--- config.mk ---
export PLATFORM = sky130hd
export DESIGN_NAME = movem_sequencer_flat
export DESIGN_NICKNAME = d
export VERILOG_FILES = /design/src/rtl/movem_sequencer_if.sv /design/src/rtl/movem_sequencer.sv /design/src/flat_wrapper.sv
export SDC_FILE = /design/constraint.sdc
export NUM_CORES = 1
export LEC_CHECK = 0
export BUFFER_PORTS_ARGS = -buffer_cell sky130_fd_sc_hd__buf_2
export CAP_MARGIN = 20
export CORE_UTILIZATION = 40
export CTS_CLUSTER_DIAMETER = 150
export CTS_CLUSTER_SIZE = 12
export DETAILED_ROUTE_END_ITERATION = 10
export GPL_TIMING_DRIVEN = 0
export PLACE_DENSITY = 0.59
export SLEW_MARGIN = 25
export SYNTH_ARGS = -nofsm -noshare
export SYNTH_HDL_FRONTEND = slang
export SYNTH_SLANG_ARGS = --single-unit
--- constraint.sdc ---
create_clock -name clk -period 3.1 [get_ports clk]
set_input_delay 0.155 -clock clk [delete_from_list [all_inputs] [get_ports clk]]
set_output_delay 0.155 -clock clk [all_outputs]
set_load 0.02 [all_outputs]
--- src/rtl/movem_sequencer_if.sv ---
// ---------------------------------------------------------------------------
// movem_sequencer_if
//   Groups the decoder-side request signals and the register-file / bus-unit
//   handshake of the MOVEM sequencer into one bundle.
//
//   Signals:
//     start, mask, dir, predec  decoder request (sampled with start in IDLE)
//     xfer_ack                  bus unit finished the current transfer
//     xfer_req                  transfer request for the register on reg_sel
//     reg_sel                   register-file select (read and write target)
//     reg_we                    register-file write strobe
//     busy, done, count         sequence status
//     abort, aborted            only present with MOVEM_ABORT_EN defined
//
//   Modports:
//     master  decoder / bus side (drives requests and acks)
//     slave   the sequencer itself
// ---------------------------------------------------------------------------
interface movem_sequencer_if #(
   parameter int REG_COUNT = 8,
   parameter int CNT_WIDTH = 4
);
   localparam int SEL_W = (REG_COUNT > 1) ? $clog2(REG_COUNT) : 1;

   logic                 start;
   logic [REG_COUNT-1:0] mask;
   logic                 dir;
   logic                 predec;
   logic                 xfer_ack;
   logic                 xfer_req;
   logic [SEL_W-1:0]     reg_sel;
   logic                 reg_we;
   logic                 busy;
   logic                 done;
   logic [CNT_WIDTH-1:0] count;
`ifdef MOVEM_ABORT_EN
   logic                 abort;
   logic                 aborted;

   modport master (
      output start, mask, dir, predec, xfer_ack, abort,
      input  xfer_req, reg_sel, reg_we, busy, done, count, aborted
   );

   modport slave (
      input  start, mask, dir, predec, xfer_ack, abort,
      output xfer_req, reg_sel, reg_we, busy, done, count, aborted
   );
`else
   modport master (
      output start, mask, dir, predec, xfer_ack,
      input  xfer_req, reg_sel, reg_we, busy, done, count
   );

   modport slave (
      input  start, mask, dir, predec, xfer_ack,
      output xfer_req, reg_sel, reg_we, busy, done, count
   );
`endif
endinterface

--- src/rtl/movem_sequencer.sv ---
// ---------------------------------------------------------------------------
// movem_sequencer
//   Walks the set bits of a latched register mask, issuing one bus transfer
//   per register. Lowest bit first normally, highest bit first when predec
//   was set with start. For memory-to-register moves (dir=1) the register
//   file write strobe fires in the cycle the bus unit acknowledges.
//
//   Ports:
//     clk    rising-edge clock
//     reset  synchronous, active-high; overrides everything, mid-sequence too
//     bus    movem_sequencer_if.slave (request, handshake and status signals)
//
//   Optional feature (macro MOVEM_ABORT_EN):
//     bus.abort in XFER ends the sequence early (a simultaneous ack still
//     completes its transfer); bus.aborted pulses in the following IDLE cycle
//     and done is not pulsed.
// ---------------------------------------------------------------------------
module movem_sequencer #(
   parameter int REG_COUNT = 8,
   parameter int CNT_WIDTH = 4
) (
   input  logic             clk,
   input  logic             reset,
   movem_sequencer_if.slave bus
);
   localparam int SEL_W = (REG_COUNT > 1) ? $clog2(REG_COUNT) : 1;

   typedef enum logic [1:0] {
      IDLE = 2'd0,
      XFER = 2'd1,
      FIN  = 2'd2
   } state_t;

   state_t               state_q, state_d;
   logic [REG_COUNT-1:0] mask_q, mask_d;
   logic                 dir_q, dir_d;
   logic                 predec_q, predec_d;
   logic [CNT_WIDTH-1:0] count_q, count_d;
   logic [SEL_W-1:0]     sel;
   logic                 ack_fire;
`ifdef MOVEM_ABORT_EN
   logic                 aborted_q, aborted_d;
`endif

   // Priority encoder over the latched mask. The loop direction makes the
   // last match win: ascending scan leaves the highest set bit, descending
   // scan leaves the lowest. An empty mask yields 0.
   always_comb begin
      sel = '0;
      if (predec_q) begin
         for (int i = 0; i < REG_COUNT; i++)
            if (mask_q[i]) sel = SEL_W'(i);
      end else begin
         for (int i = REG_COUNT - 1; i >= 0; i--)
            if (mask_q[i]) sel = SEL_W'(i);
      end
   end

   assign ack_fire = (state_q == XFER) && bus.xfer_ack;

   always_comb begin
      // NOTE: every variable gets a default before any branch, so no path
      // can leave one unassigned and infer a latch.
      state_d  = state_q;
      mask_d   = mask_q;
      dir_d    = dir_q;
      predec_d = predec_q;
      count_d  = count_q;
`ifdef MOVEM_ABORT_EN
      aborted_d = 1'b0;
`endif
      unique case (state_q)
         IDLE: begin
            if (bus.start) begin
               mask_d   = bus.mask;
               dir_d    = bus.dir;
               predec_d = bus.predec;
               count_d  = '0;
               state_d  = (bus.mask != '0) ? XFER : FIN;
            end
         end
         XFER: begin
            if (bus.xfer_ack) begin
               mask_d  = mask_q & ~({{(REG_COUNT-1){1'b0}}, 1'b1} << sel);
               count_d = count_q + CNT_WIDTH'(1);
               if (mask_d == '0) state_d = FIN;
            end
`ifdef MOVEM_ABORT_EN
            // Abort wins over both "stay" and "finish"; leftover mask bits
            // are dropped so reg_sel returns to 0 in IDLE.
            if (bus.abort) begin
               mask_d    = '0;
               state_d   = IDLE;
               aborted_d = 1'b1;
            end
`endif
         end
         FIN:     state_d = IDLE;
         default: state_d = IDLE;
      endcase
   end

   // NOTE: state registers use non-blocking assignments so every flop samples
   // the pre-edge values, independent of statement order.
   always_ff @(posedge clk) begin
      // NOTE: reset clears all sequencing state, including the latched mask,
      // so an interrupted sequence cannot resume or write afterwards.
      if (reset) begin
         state_q  <= IDLE;
         mask_q   <= '0;
         dir_q    <= 1'b0;
         predec_q <= 1'b0;
         count_q  <= '0;
`ifdef MOVEM_ABORT_EN
         aborted_q <= 1'b0;
`endif
      end else begin
         state_q  <= state_d;
         mask_q   <= mask_d;
         dir_q    <= dir_d;
         predec_q <= predec_d;
         count_q  <= count_d;
`ifdef MOVEM_ABORT_EN
         aborted_q <= aborted_d;
`endif
      end
   end

   assign bus.xfer_req = (state_q == XFER);
   assign bus.reg_sel  = sel;
   // Write strobe is combinational so the register file captures bus data in
   // the very cycle the bus unit presents it.
   assign bus.reg_we   = ack_fire && dir_q;
   assign bus.busy     = (state_q == XFER) || (state_q == FIN);
   assign bus.done     = (state_q == FIN);
   assign bus.count    = count_q;
`ifdef MOVEM_ABORT_EN
   assign bus.aborted  = aborted_q;
`endif

endmodule
--- src/flat_wrapper.sv ---
// flat-port wrapper written by rule: the top's interface ports become plain ports
module movem_sequencer_flat 
#(
   parameter int REG_COUNT = 8,
   parameter int CNT_WIDTH = 4
)
  (clk, reset, bus_start, bus_mask, bus_dir, bus_predec, bus_xfer_ack, bus_xfer_req, bus_reg_sel, bus_reg_we, bus_busy, bus_done, bus_count);
  movem_sequencer_if #(.REG_COUNT(REG_COUNT), .CNT_WIDTH(CNT_WIDTH)) bus_i ();
  input  logic clk;
  input  logic reset;
  input wire logic [$bits(bus_i.start)-1:0] bus_start;
  input wire logic [$bits(bus_i.mask)-1:0] bus_mask;
  input wire logic [$bits(bus_i.dir)-1:0] bus_dir;
  input wire logic [$bits(bus_i.predec)-1:0] bus_predec;
  input wire logic [$bits(bus_i.xfer_ack)-1:0] bus_xfer_ack;
  output wire logic [$bits(bus_i.xfer_req)-1:0] bus_xfer_req;
  output wire logic [$bits(bus_i.reg_sel)-1:0] bus_reg_sel;
  output wire logic [$bits(bus_i.reg_we)-1:0] bus_reg_we;
  output wire logic [$bits(bus_i.busy)-1:0] bus_busy;
  output wire logic [$bits(bus_i.done)-1:0] bus_done;
  output wire logic [$bits(bus_i.count)-1:0] bus_count;
  assign bus_i.start = bus_start;
  assign bus_i.mask = bus_mask;
  assign bus_i.dir = bus_dir;
  assign bus_i.predec = bus_predec;
  assign bus_i.xfer_ack = bus_xfer_ack;
  assign bus_xfer_req = bus_i.xfer_req;
  assign bus_reg_sel = bus_i.reg_sel;
  assign bus_reg_we = bus_i.reg_we;
  assign bus_busy = bus_i.busy;
  assign bus_done = bus_i.done;
  assign bus_count = bus_i.count;
  movem_sequencer #(.REG_COUNT(REG_COUNT), .CNT_WIDTH(CNT_WIDTH)) u_core (.clk(clk), .reset(reset), .bus(bus_i));
endmodule
==> out/qor.log, run 1 <==
qor: status.outcome complete, no violations
qor: placed_design.dp.cells 206
qor: cts.cts.repair.resized 0
qor: drt.route.antenna.remaining_nets 0
qor: setup_path.critical_path.max_fanout 8
qor: sta.hold_viol_final 0
qor: sta.timing.clock.skew 0.005477 ns
qor: pwr.share_clk_of_total_power 12.4%
qor: setup_path.timing.rr.end u_core.state_q[0]
qor: cts.root_buffer sky130_fd_sc_hd__clkbuf_4
qor: setup_path.cp_num_buf_inv 1
qor: setup_path.reg2reg_depth 8
qor: setup_path.timing.critical_path.arrival 2.88 ns
qor: hold_path.hold-path-endpoint u_core.dir_q
qor: sta.setup_viol 0
qor: pwr.netSwitchingPower 0.0005870 W
qor: logic_synthesis.synthFlopType sky130_fd_sc_hd__dfxtp_1
qor: sta.worst_pin_slew 0.7143 ns
qor: global_routing.grt_util_all_layers 21.14%
qor: setup_path.worst_setup_path_start_kind register
qor: global_routing.vias_in_the_first_global_route 1130
qor: drt.routed_via_density 5.767
qor: global_routing.grt.overflow.total 0
qor: placed_design.place_congestion 0.8073
qor: layout.area_growth_syn_to_layout 16.67%
qor: global_routing.antenna_found_initial 0
qor: drt.first_drt_pass_iteration_count 4
qor: floorplan.initial_utilization 41.74%
qor: layout.post_route_cells_drive_above_1_share 19.55%
qor: floorplan.num_rows 19
qor: hold_path.hold_start bus_dir
qor: logic_synthesis.netlist_instances 152
qor: hold_path.min_path_type in -> reg
qor: setup_path.crit_path_cell_trace clkbuf_1 > nor4_1 > a21oi_1 > nor2_1 > a21boi_0 > a211o_1 > a2111oi_4 > mux2i_1
qor: drt.post-route-drc-count 0
qor: logic_synthesis.mappedNetlistNets 170
qor: drt.drt_wl_total 3.079 mm
qor: pwr.p_int 0.0005999 W
qor: setup_path.reg_to_reg_slack_setup 0.46 ns
qor: cts.htree_num_levels 1
qor: cts.cts_hold_buf 0
qor: placed_design.io_buffer_count 23
qor: floorplan.io_pins 25
qor: setup_path.critPathTopFamily compound AO/OA/AOI/OAI gates
qor: pwr.power.share.combinational 63.3%
qor: drt.vias 1211
qor: setup_path.reg2reg_from u_core.mask_q[0]
qor: logic_synthesis.synthDistinctLibCells 42
qor: job.max-cap-violations 0
qor: setup_path.critical-path-max-stage-delay 0.59 ns
qor: layout.num_antenna_cells 0
qor: hold_path.hold_depth 3
qor: floorplan.chipWidth 55.41 µm
qor: global_routing.largest_net_degree_at_the_start_of_global_routing 11
qor: pwr.vdd_ir_drop_max 0.4272 mV
qor: logic_synthesis.synthArstFlopShare 0%
qor: drt.detailed_router_s_first_iteration_violation_count 35
qor: cts.skew_pair_late_insertion_delay 0.30 ns
qor: setup_path.slowest_stage sky130_fd_sc_hd__nor4_1
qor: logic_synthesis.synth_largest_area_cell sky130_fd_sc_hd__dfxtp_1
qor: logic_synthesis.synth_top_area_share 28.07%
qor: sta.worst_slew_margin_rel 52.20%
qor: pwr.power.share.switching 49.46%
qor: sta.grt_setup_unrepaired no
qor: cts.post_cts.repair.setup_buffers 0
qor: logic_synthesis.synth_warnings 0
qor: sta.min_period_over_period 85.31%
qor: setup_path.timing.critical_path.required 3.34 ns
qor: floorplan.die_area 3070 µm²
qor: placed_design.post-dp-hpwl 2.270 mm
qor: sta.clock.fmax 378.1 MHz
qor: logic_synthesis.netlist_area 1141 µm²
qor: layout.count_of_nets_after_finishing 198
qor: sta.layout_min_cycle_time 2.645 ns
qor: cts.cts_max_path_buffers 2
qor: cts.clk_pin_slew 0.11 ns
qor: logic_synthesis.synth_enable_flop_cells 0
qor: drt.wl_per_cell 14.66 µm
qor: sta.slew_violations 0
qor: sta.tns 0 ns
qor: logic_synthesis.synth.top_cells.by_area sky130_fd_sc_hd__dfxtp_1, sky130_fd_sc_hd__nor2_1, sky130_fd_sc_hd__a21oi_1, sky130_fd_sc_hd__ha_1, sky130_fd_sc_hd__o21ai_0
qor: pwr.leakagePower 0.5560 nW
qor: layout.stdcell_count 210
qor: cts.cts_inserted_buffers 3
qor: layout.fillerInstances 280
qor: logic_synthesis.avgSynthCellArea 7.507 µm²
qor: cts.tritoncts built
qor: cts.cts_num_sinks 16
qor: floorplan.fp.dieH 55.41 µm
qor: global_routing.grt_first_pass_wirelength 5.154 mm
qor: floorplan.core 2734 µm²
qor: setup_path.critical_path_class reg -> reg
qor: logic_synthesis.synth_seq_cells 16
qor: pwr.power.share.sequential 24.3%
qor: logic_synthesis.synth-seq-area-share 28.07%
qor: pwr.p_per_area 891.5 nW/µm²
qor: setup_path.worst_setup_path_end_kind register
cell families after synthesis:
kind of cell             synth area share (%)
AND/OR/NAND/NOR                         26.43
flip-flops                              28.07
buffers and inverters                   6.799
adder cells (fa/ha/maj)                 4.386
AO/OA/AOI/OAI                           28.18
multiplexers                            4.605
XOR/XNOR                                1.535
per-layer routing:
layer / track usage [%] / routed length, µm / vias to the layer above / share of wire, %
li1: - / - / 604 / -
met1: 27.25 / 1414 / 575 / 46
met2: 35.80 / 1511 / 27 / 49
met3: 2.810 / 109 / 5 / 3.5
met4: 7.857 / 44 / 0 / 1.4
met5: 0 / 0 / - / 0
state kept, by name (all words and copies together), names as in the netlist:
register,cells
u_core.bus.count,4
u_core.dir_q,1
u_core.predec_q,1
u_core.mask_q,8
u_core.state_q,2
worst max path at each step:
stage                          start                 to  slack [ns]  depth (start not counted)
floorplan           u_core.mask_q[6]  u_core.state_q[0]        0.82                          9
global placement    u_core.mask_q[3]  u_core.state_q[0]        0.64                          8
detailed placement  u_core.mask_q[0]  u_core.state_q[0]        0.47                          8
CTS                 u_core.mask_q[0]  u_core.state_q[0]        0.47                          8
global route        u_core.mask_q[0]  u_core.state_q[0]        0.26                          8
finish              u_core.mask_q[0]  u_core.state_q[0]        0.46                          8
worst min-delay path, delay by kind of cell:
kind | cells | cell delay, ns
buf+inv | 1 | 0.10
simple gates | 1 | 0.05
compound gates | 1 | 0.05
synthesized netlist by cell type (all sizes together), types with 2 or more instances:
| cell | n |
|---|---|
| and2b | 2 |
| nor3 | 6 |
| inv | 6 |
| dfxtp | 16 |
| clkbuf | 7 |
| nor2b | 3 |
| o32ai | 2 |
| a21oi | 10 |
| o21ai | 13 |
| nand3 | 3 |
| a22oi | 6 |
| nor4 | 5 |
| nor2 | 24 |
| o2bb2ai | 2 |
| o22ai | 4 |
| mux2i | 3 |
| nand2 | 11 |
| nand2b | 2 |
| xor2 | 2 |
| buf | 3 |
| ha | 4 |
| and3 | 2 |
| a21boi | 2 |
| mux2 | 2 |
metrics by stage:
| stage | util, % | setup slack (ns) | hold slack [ns] | power (W) | cell area [µm²] |
|---|---|---|---|---|---|
| after floorplan | - | 0.8185 | 0.2955 | 0.0008624 | 1141 |
| after global placement | 47.37 | 0.6409 | 0.4106 | 0.001015 | 1295 |
| after detailed placement | 47.37 | 0.4712 | 0.4227 | 0.001039 | 1295 |
| after CTS | 48.70 | 0.4674 | 0.09144 | 0.001191 | 1331 |
| after global routing | 48.70 | 0.2645 | 0.1165 | 0.001276 | 1331 |
| final | 48.70 | 0.4553 | 0.09460 | 0.001187 | 1331 |
final cells by class:
| class | instances | area, µm² | area share [%] |
|---|---|---|---|
| multi-input combinational | 120 | 743.2 | 55.83 |
| sequential | 16 | 320.3 | 24.06 |
| timing repair buffer | 23 | 115.1 | 8.647 |
| buffer | 10 | 50.05 | 3.759 |
| tap | 31 | 38.79 | 2.914 |
| clock buffer | 4 | 36.28 | 2.726 |
| inverter | 6 | 27.53 | 2.068 |
cells in the final DEF (no fill, tap or decap), types with 2 or more instances in the layout:
| cell type | netlist | final |
|---|---|---|
| sky130_fd_sc_hd__clkbuf_4 | 0 | 3 |
| sky130_fd_sc_hd__inv_1 | 5 | 5 |
| sky130_fd_sc_hd__nand3_1 | 3 | 3 |
| sky130_fd_sc_hd__nand2_1 | 11 | 11 |
| sky130_fd_sc_hd__o22ai_1 | 4 | 4 |
| sky130_fd_sc_hd__and3_1 | 2 | 2 |
| sky130_fd_sc_hd__o21ai_1 | 4 | 4 |
| sky130_fd_sc_hd__xor2_1 | 2 | 2 |
| sky130_fd_sc_hd__mux2i_1 | 3 | 3 |
| sky130_fd_sc_hd__clkbuf_1 | 7 | 7 |
| sky130_fd_sc_hd__nand2b_1 | 2 | 2 |
| sky130_fd_sc_hd__o21ai_0 | 9 | 9 |
| sky130_fd_sc_hd__buf_2 | 1 | 24 |
| sky130_fd_sc_hd__a21boi_0 | 2 | 2 |
| sky130_fd_sc_hd__nor2_1 | 24 | 24 |
| sky130_fd_sc_hd__dfxtp_1 | 16 | 16 |
| sky130_fd_sc_hd__and2b_1 | 2 | 2 |
| sky130_fd_sc_hd__nor3_1 | 6 | 6 |
| sky130_fd_sc_hd__o2bb2ai_1 | 2 | 2 |
| sky130_fd_sc_hd__a21oi_1 | 10 | 10 |
| sky130_fd_sc_hd__nor4_1 | 5 | 5 |
| sky130_fd_sc_hd__nor2b_1 | 3 | 3 |
| sky130_fd_sc_hd__ha_1 | 4 | 4 |
| sky130_fd_sc_hd__a22oi_1 | 6 | 6 |
power by group through the flow:
stage,clock (W),combinational [W],sequential (W)
after detailed placement,0,0.000747,0.000292
after global routing,0.000157,0.000824,0.000294
final,0.000147,0.000751,0.000288
after floorplan,0,0.000581,0.000281
after global placement,0,0.000726,0.000289
after CTS,0.000152,0.000752,0.000287
No activity file was read; power rests on OpenSTA's default activity.
==> run 2: changes to the inputs <==
--- a/config.mk
+++ b/config.mk
@@ -7,12 +7,13 @@
 export LEC_CHECK = 0
 export BUFFER_PORTS_ARGS = -buffer_cell sky130_fd_sc_hd__buf_2
 export CAP_MARGIN = 20
-export CORE_UTILIZATION = 40
+export CORE_ASPECT_RATIO = 2
+export CORE_UTILIZATION = 37
 export CTS_CLUSTER_DIAMETER = 150
 export CTS_CLUSTER_SIZE = 12
 export DETAILED_ROUTE_END_ITERATION = 10
 export GPL_TIMING_DRIVEN = 0
-export PLACE_DENSITY = 0.59
+export PLACE_DENSITY = 0.55
 export SLEW_MARGIN = 25
 export SYNTH_ARGS = -nofsm -noshare
 export SYNTH_HDL_FRONTEND = slang
==> run 2 against run 1 <==
  * Non-clock buffer count did not move
  * Sequential share of layout area decreased by 0.31 points
  * Maximum frequency grew 3.5%
  * Routed wire length rose by 4.7%
  * Cell area grew 1.3%
  * Clock power up 26%
  * Clock-buffer cell count unchanged
  * Worst setup slack improved by 0.089 ns
  * Final cell count shrank 0.48%
  * Total power grew 3.4%
  * Largest cell class unchanged
  * Highest routed layer unchanged
==> out/qor.log, run 2 (same netlist as run 1, synthesis figures left out) <==
qor: floorplan.die_area 3324 µm² [was 3070 µm²]
qor: sta.grt_setup_unrepaired no [unchanged]
qor: cts.htree_num_levels 1 [unchanged]
qor: drt.detailed_router_s_first_iteration_violation_count 35 [unchanged]
qor: global_routing.grt_first_pass_wirelength 5.016 mm [was 5.154 mm]
qor: sta.tns 0 ns [unchanged]
qor: cts.cts_inserted_buffers 3 [unchanged]
qor: cts.tritoncts built [unchanged]
qor: layout.fillerInstances 316 [was 280]
qor: cts.post_cts.repair.setup_buffers 0 [unchanged]
qor: global_routing.antenna_found_initial 0 [unchanged]
qor: floorplan.num_rows 28 [was 19]
qor: pwr.leakagePower 0.5638 nW [was 0.5560 nW]
qor: sta.clock.fmax 391.3 MHz [was 378.1 MHz]
qor: cts.cts_num_sinks 16 [unchanged]
qor: setup_path.critical-path-max-stage-delay 0.51 ns [was 0.59 ns]
qor: floorplan.fp.dieH 80.54 µm [was 55.41 µm]
qor: pwr.netSwitchingPower 0.0005860 W [was 0.0005870 W]
qor: cts.clk_pin_slew 0.07 ns [was 0.11 ns]
qor: cts.cts.repair.resized 0 [unchanged]
qor: layout.layout.cell_area.non_filler 1349 µm² [was 1331 µm²]
qor: setup_path.worst_setup_path_end_kind register [unchanged]
qor: pwr.power.share.switching 47.75% [was 49.46%]
qor: drt.route.antenna.remaining_nets 0 [unchanged]
qor: pwr.power.share.sequential 23.6% [was 24.3%]
qor: placed_design.place_congestion 0.7794 [was 0.8073]
qor: sta.worst_pin_slew 0.7249 ns [was 0.7143 ns]
qor: sta.min_period_over_period 82.43% [was 85.31%]
qor: drt.first_drt_pass_iteration_count 4 [unchanged]
qor: pwr.p_per_area 909.9 nW/µm² [was 891.5 nW/µm²]
qor: sta.timing.clock.skew 0.001181 ns [was 0.005477 ns]
qor: setup_path.critical_path_class reg -> reg [unchanged]
qor: setup_path.critical_path.max_fanout 9 [was 8]
qor: pwr.power.share.combinational 61.3% [was 63.3%]
qor: sta.slew_violations 0 [unchanged]
qor: floorplan.core 2943 µm² [was 2734 µm²]
qor: pwr.vdd_ir_drop_max 0.3848 mV [was 0.4272 mV]
qor: pwr.share_clk_of_total_power 15.1% [was 12.4%]
qor: cts.root_buffer sky130_fd_sc_hd__clkbuf_8 [was sky130_fd_sc_hd__clkbuf_4]
qor: floorplan.initial_utilization 38.78% [was 41.74%]
qor: cts.cts_hold_buf 0 [unchanged]
qor: sta.layout_min_cycle_time 2.555 ns [was 2.645 ns]
qor: sta.setup_viol 0 [unchanged]
qor: global_routing.grt_util_all_layers 21.64% [was 21.14%]
qor: placed_design.io_buffer_count 23 [unchanged]
qor: layout.num_antenna_cells 0 [unchanged]
qor: global_routing.vias_in_the_first_global_route 1103 [was 1130]
qor: setup_path.timing.critical_path.required 3.28 ns [was 3.34 ns]
qor: job.max-cap-violations 0 [unchanged]
qor: drt.routed_via_density 5.842 [was 5.767]
qor: sta.hold_viol_final 0 [unchanged]
qor: floorplan.chipWidth 41.27 µm [was 55.41 µm]
qor: drt.drt_wl_total 3.223 mm [was 3.079 mm]
qor: global_routing.largest_net_degree_at_the_start_of_global_routing 11 [unchanged]
qor: global_routing.grt.overflow.total 0 [unchanged]
qor: placed_design.cell_area_after_placement 1294 µm² [was 1295 µm²]
qor: drt.vias 1221 [was 1211]
qor: layout.most_flop_heavy_register u_core.mask_q [unchanged]
qor: sta.worst_slew_margin_rel 51.49% [was 52.20%]
qor: setup_path.crit_path_cell_trace and2b_1 > o21ai_1 > and4_1 > buf_6 > inv_6 > o311a_1 > a211o_1 > a2111oi_4 > mux2i_1 [was clkbuf_1 > nor4_1 > a21oi_1 > nor2_1 > a21boi_0 > a211o_1 > a2111oi_4 > mux2i_1]
qor: drt.post-route-drc-count 0 [unchanged]
qor: status.outcome complete, no violations [unchanged]
qor: placed_design.post-dp-hpwl 2.521 mm [was 2.270 mm]
qor: setup_path.timing.critical_path.arrival 2.73 ns [was 2.88 ns]
qor: setup_path.slowest_stage sky130_fd_sc_hd__dfxtp_1 [was sky130_fd_sc_hd__nor4_1]
qor: hold_path.min_path_type in -> reg [unchanged]
qor: layout.area_growth_syn_to_layout 18.20% [was 16.67%]
qor: pwr.p_int 0.0006413 W [was 0.0005999 W]
qor: cts.skew_pair_late_insertion_delay 0.25 ns [was 0.30 ns]
qor: floorplan.io_pins 25 [unchanged]
qor: layout.count_of_nets_after_finishing 198 [unchanged]
qor: layout.post_route_cells_drive_above_1_share 19.55% [unchanged]
qor: cts.cts_max_path_buffers 2 [unchanged]
qor: layout.number_of_flip_flops_under_the_largest_register_name 8 [unchanged]
qor: layout.layout_common_cells sky130_fd_sc_hd__nor2_1, sky130_fd_sc_hd__buf_2, sky130_fd_sc_hd__dfxtp_1, sky130_fd_sc_hd__nand2_1, sky130_fd_sc_hd__a21oi_1 [unchanged]
qor: drt.wl_per_cell 15.42 µm [was 14.66 µm]
qor: layout.final_util 45.83% [was 48.70%]
qor: setup_path.worst_setup_path_start_kind register [unchanged]
==> run 2: path summary, 6_finish.rpt <==
check / start / end / slack [ns] / cells past startpoint
setup / recovery: u_core.mask_q[6] / u_core.state_q[0] / 0.54 / 9
hold / removal: bus_dir / u_core.dir_q / 0.15 / 3
setup reg to reg: u_core.mask_q[6] / u_core.state_q[0] / 0.54 / 9
hold reg to reg: u_core.dir_q / u_core.dir_q / 0.46 / 2
==> run 2: layout make-up <==
type,instances,area (µm²),area share [%]
flip-flops and latches,16,320.3,23.75
repair buffers,23,115.1,8.534
multi-input cells,120,743.2,55.10
clock buffers,4,55.05,4.082
inverters,6,27.53,2.041
well taps,30,37.54,2.783
plain buffers,10,50.05,3.711
==> run 2: critical path, delay by kind of cell, from the launching register on <==
family                 cells  cell delay [ns]
AOI/OAI and AO/OA          4             1.11
DFF                        1             0.51
buffers and inverters      2             0.20
and+or+nand+nor            2             0.44
muxes                      1             0.22
==> run 2: stage by stage <==
step / hold WS [ns] / power, W / worst slack, ns / cells
finish: 0.1523 / 0.001227 / 0.5447 / 209
global route: 0.1617 / 0.001316 / 0.4340 / 209
CTS: 0.1530 / 0.001227 / 0.5817 / 209
detailed placement: 0.4164 / 0.001039 / 0.5721 / 205
global placement: 0.4098 / 0.001027 / 0.6316 / 205
floorplan: 0.2955 / 0.0008624 / 0.8185 / 152
==> run 2: power by group through the flow <==
stage / registers, W / logic, W / clock network [W]
after CTS: 0.000287 / 0.000750 / 0.000190
final: 0.000290 / 0.000753 / 0.000185
after detailed placement: 0.000292 / 0.000748 / 0
after floorplan: 0.000281 / 0.000581 / 0
after global placement: 0.000289 / 0.000738 / 0
after global routing: 0.000292 / 0.000825 / 0.000199
==> run 2: per-layer routing <==
layer	routed length, µm	global-route usage [%]
met5	0	0
met3	102	1.934
met1	1224	22.56
met4	27	6.774
met2	1869	40.63
==> run 3: changes to the inputs <==
==> constraint.sdc (replaced) <==
create_clock -name clk -period 2.55 [get_ports clk]
set_input_delay 0.1275 -clock clk [delete_from_list [all_inputs] [get_ports clk]]
set_output_delay 0.1275 -clock clk [all_outputs]
set_load 0.02 [all_outputs]
==> run 3 against run 2 <==
  * Sequential power up 29%
  * Cell area is 0.56% higher
  * Non-clock buffer count decreased by 2
  * Clock skew is essentially flat
  * Hold slack got worse by 0.023 ns
  * Combinational power grew 20%
  * Critical path depth stayed put
  * Sequential cell count is the same
  * Maximum frequency up 6.8%
  * Final cell count is 0.96% lower
  * Global-route usage is the same
  * Largest cell class unchanged
==> out/qor.log, run 3 (same netlist as run 1, synthesis figures left out) <==
qor: status.outcome complete, no violations [unchanged]
qor: setup_path.worst_setup_path_end_kind register [unchanged]
qor: global_routing.grt_util_all_layers 21.64% [unchanged]
qor: drt.vias 1207 [was 1221]
qor: hold_path.min_path_type in -> reg [unchanged]
qor: setup_path.critical_path_class reg -> reg [unchanged]
qor: sta.clock.fmax 417.9 MHz [was 391.3 MHz]
qor: sta.worst_slew_margin_rel 51.78% [was 51.49%]
qor: drt.post-route-drc-count 0 [unchanged]
qor: cts.root_buffer sky130_fd_sc_hd__clkbuf_8 [unchanged]
qor: drt.drt_wl_total 3.232 mm [was 3.223 mm]
qor: layout.most_flop_heavy_register u_core.mask_q [unchanged]
qor: layout.count_of_nets_after_finishing 196 [was 198]
qor: global_routing.largest_net_degree_at_the_start_of_global_routing 11 [unchanged]
qor: floorplan.num_rows 28 [unchanged]
qor: cts.cts_num_sinks 16 [unchanged]
qor: layout.post_route_cells_drive_above_1_share 22.03% [was 19.55%]
qor: sta.slew_violations 0 [unchanged]
qor: cts.skew_pair_late_insertion_delay 0.25 ns [about the same]
qor: drt.detailed_router_s_first_iteration_violation_count 60 [was 35]
qor: drt.first_drt_pass_iteration_count 4 [unchanged]
qor: cts.cts_max_path_buffers 2 [unchanged]
qor: global_routing.antenna_found_initial 0 [unchanged]
qor: placed_design.place_congestion 0.7794 [unchanged]
qor: placed_design.cell_area_after_placement 1294 µm² [unchanged]
qor: placed_design.io_buffer_count 23 [unchanged]
qor: sta.timing.clock.skew 0.001360 ns [was 0.001181 ns]
qor: sta.worst_pin_slew 0.7206 ns [was 0.7249 ns]
qor: global_routing.grt.overflow.total 0 [unchanged]
qor: floorplan.initial_utilization 38.78% [unchanged]
qor: drt.routed_via_density 5.831 [was 5.842]
qor: floorplan.core 2943 µm² [unchanged]
qor: layout.layout_common_cells sky130_fd_sc_hd__nor2_1, sky130_fd_sc_hd__buf_2, sky130_fd_sc_hd__dfxtp_1, sky130_fd_sc_hd__nand2_1, sky130_fd_sc_hd__a21oi_1 [unchanged]
qor: sta.tns 0 ns [unchanged]
qor: drt.route.antenna.remaining_nets 0 [unchanged]
qor: setup_path.timing.critical_path.arrival 2.57 ns [was 2.73 ns]
qor: cts.cts_inserted_buffers 3 [unchanged]
qor: layout.area_growth_syn_to_layout 18.86% [was 18.20%]
qor: sta.layout_min_cycle_time 2.393 ns [was 2.555 ns]
qor: pwr.leakagePower 0.5649 nW [was 0.5638 nW]
qor: setup_path.worst_setup_path_start_kind register [unchanged]
qor: sta.grt_setup_unrepaired no [unchanged]
qor: cts.tritoncts built [unchanged]
qor: layout.layout.cell_area.non_filler 1356 µm² [was 1349 µm²]
qor: global_routing.vias_in_the_first_global_route 1103 [unchanged]
qor: job.max-cap-violations 0 [unchanged]
qor: floorplan.fp.dieH 80.54 µm [unchanged]
qor: pwr.vdd_ir_drop_max 0.4691 mV [was 0.3848 mV]
qor: sta.min_period_over_period 93.84% [was 82.43%]
qor: global_routing.grt_first_pass_wirelength 5.016 mm [unchanged]
qor: floorplan.io_pins 25 [unchanged]
qor: setup_path.critical_path.max_fanout 9 [unchanged]
qor: pwr.p_per_area 1107 nW/µm² [was 909.9 nW/µm²]
qor: sta.setup_viol 0 [unchanged]
qor: cts.htree_num_levels 1 [unchanged]
qor: sta.hold_viol_final 0 [unchanged]
qor: floorplan.die_area 3324 µm² [unchanged]
qor: cts.clk_pin_slew 0.06 ns [was 0.07 ns]
qor: layout.number_of_flip_flops_under_the_largest_register_name 8 [unchanged]
qor: layout.num_antenna_cells 0 [unchanged]
qor: placed_design.post-dp-hpwl 2.521 mm [unchanged]
qor: drt.wl_per_cell 15.61 µm [was 15.42 µm]
qor: floorplan.chipWidth 41.27 µm [unchanged]
qor: setup_path.timing.critical_path.required 2.73 ns [was 3.28 ns]
==> run 3: cell types whose count changed in the layout (fill, tap and decap cells not counted) <==
cell / delta
sky130_fd_sc_hd__clkbuf_1: -2
sky130_fd_sc_hd__dfxtp_1: -2
sky130_fd_sc_hd__dfxtp_2: +2
sky130_fd_sc_hd__nor4_1: -2
sky130_fd_sc_hd__nor4_2: +2
==> run 3: critical path: stages (launching register included) <==
cell	delay, ns
sky130_fd_sc_hd__dfxtp_2	0.42
sky130_fd_sc_hd__and2b_1	0.21
sky130_fd_sc_hd__o21ai_1	0.11
sky130_fd_sc_hd__and4_1	0.21
sky130_fd_sc_hd__buf_6	0.14
sky130_fd_sc_hd__inv_6	0.06
sky130_fd_sc_hd__o311a_1	0.32
sky130_fd_sc_hd__a211o_1	0.31
sky130_fd_sc_hd__a2111oi_4	0.32
sky130_fd_sc_hd__mux2i_1	0.22
==> run 3: final timing paths <==
path                          from                 to  slack (ns)  cells past startpoint
setup / recovery  u_core.mask_q[6]  u_core.state_q[0]        0.16                      9
hold / removal             bus_dir       u_core.dir_q        0.13                      3
setup reg to reg  u_core.mask_q[6]  u_core.state_q[0]        0.16                      9
hold reg to reg       u_core.dir_q       u_core.dir_q        0.46                      2
==> run 3: area by class of cell <==
class	count	area, µm²
plain buffers	8	42.54
clock buffers	4	55.05
fillers	313	1587
inverters	6	27.53
multi-input cells	120	755.7
flip-flops and latches	16	322.8
well taps	30	37.54
repair buffers	23	115.1
==> run 3: stage by stage <==
stage	instances	total power [W]	setup WS [ns]	hold slack, ns	util, %
after floorplan	152	0.001048	0.2685	0.2680	-
after global placement	205	0.001249	0.08156	0.3823	43.96
after detailed placement	205	0.001263	0.02214	0.3889	43.96
after CTS	209	0.001492	0.03175	0.1255	45.83
after global routing	207	0.001613	0.03855	0.1342	46.09
final	207	0.001501	0.1572	0.1290	46.09
==> run 3: repair_timing <==
action,4_1_cts,5_1_grt
endpoints found under the setup margin,0,2
hold buffers,0,0
hold endpoints to repair,0,0
buffers inserted,0,0
resized for setup,0,4
==> run 3: routing by layer <==
layer	part of all wire (%)	wire, µm	vias to the layer above	global-route usage, %
met1	37	1211	573	22.56
met3	3.2	104	2	1.934
met2	58	1888	23	40.63
li1	-	-	609	-
met4	0.84	27	0	6.774
met5	0	0	-	0
==> run 3: where the power goes <==
part           switching [W]  total [W]  internal [W]
sequential         0.0000733   0.000374      0.000301
clock              0.0000878   0.000225      0.000137
combinational       0.000553   0.000902      0.000349
total               0.000714    0.00150      0.000787
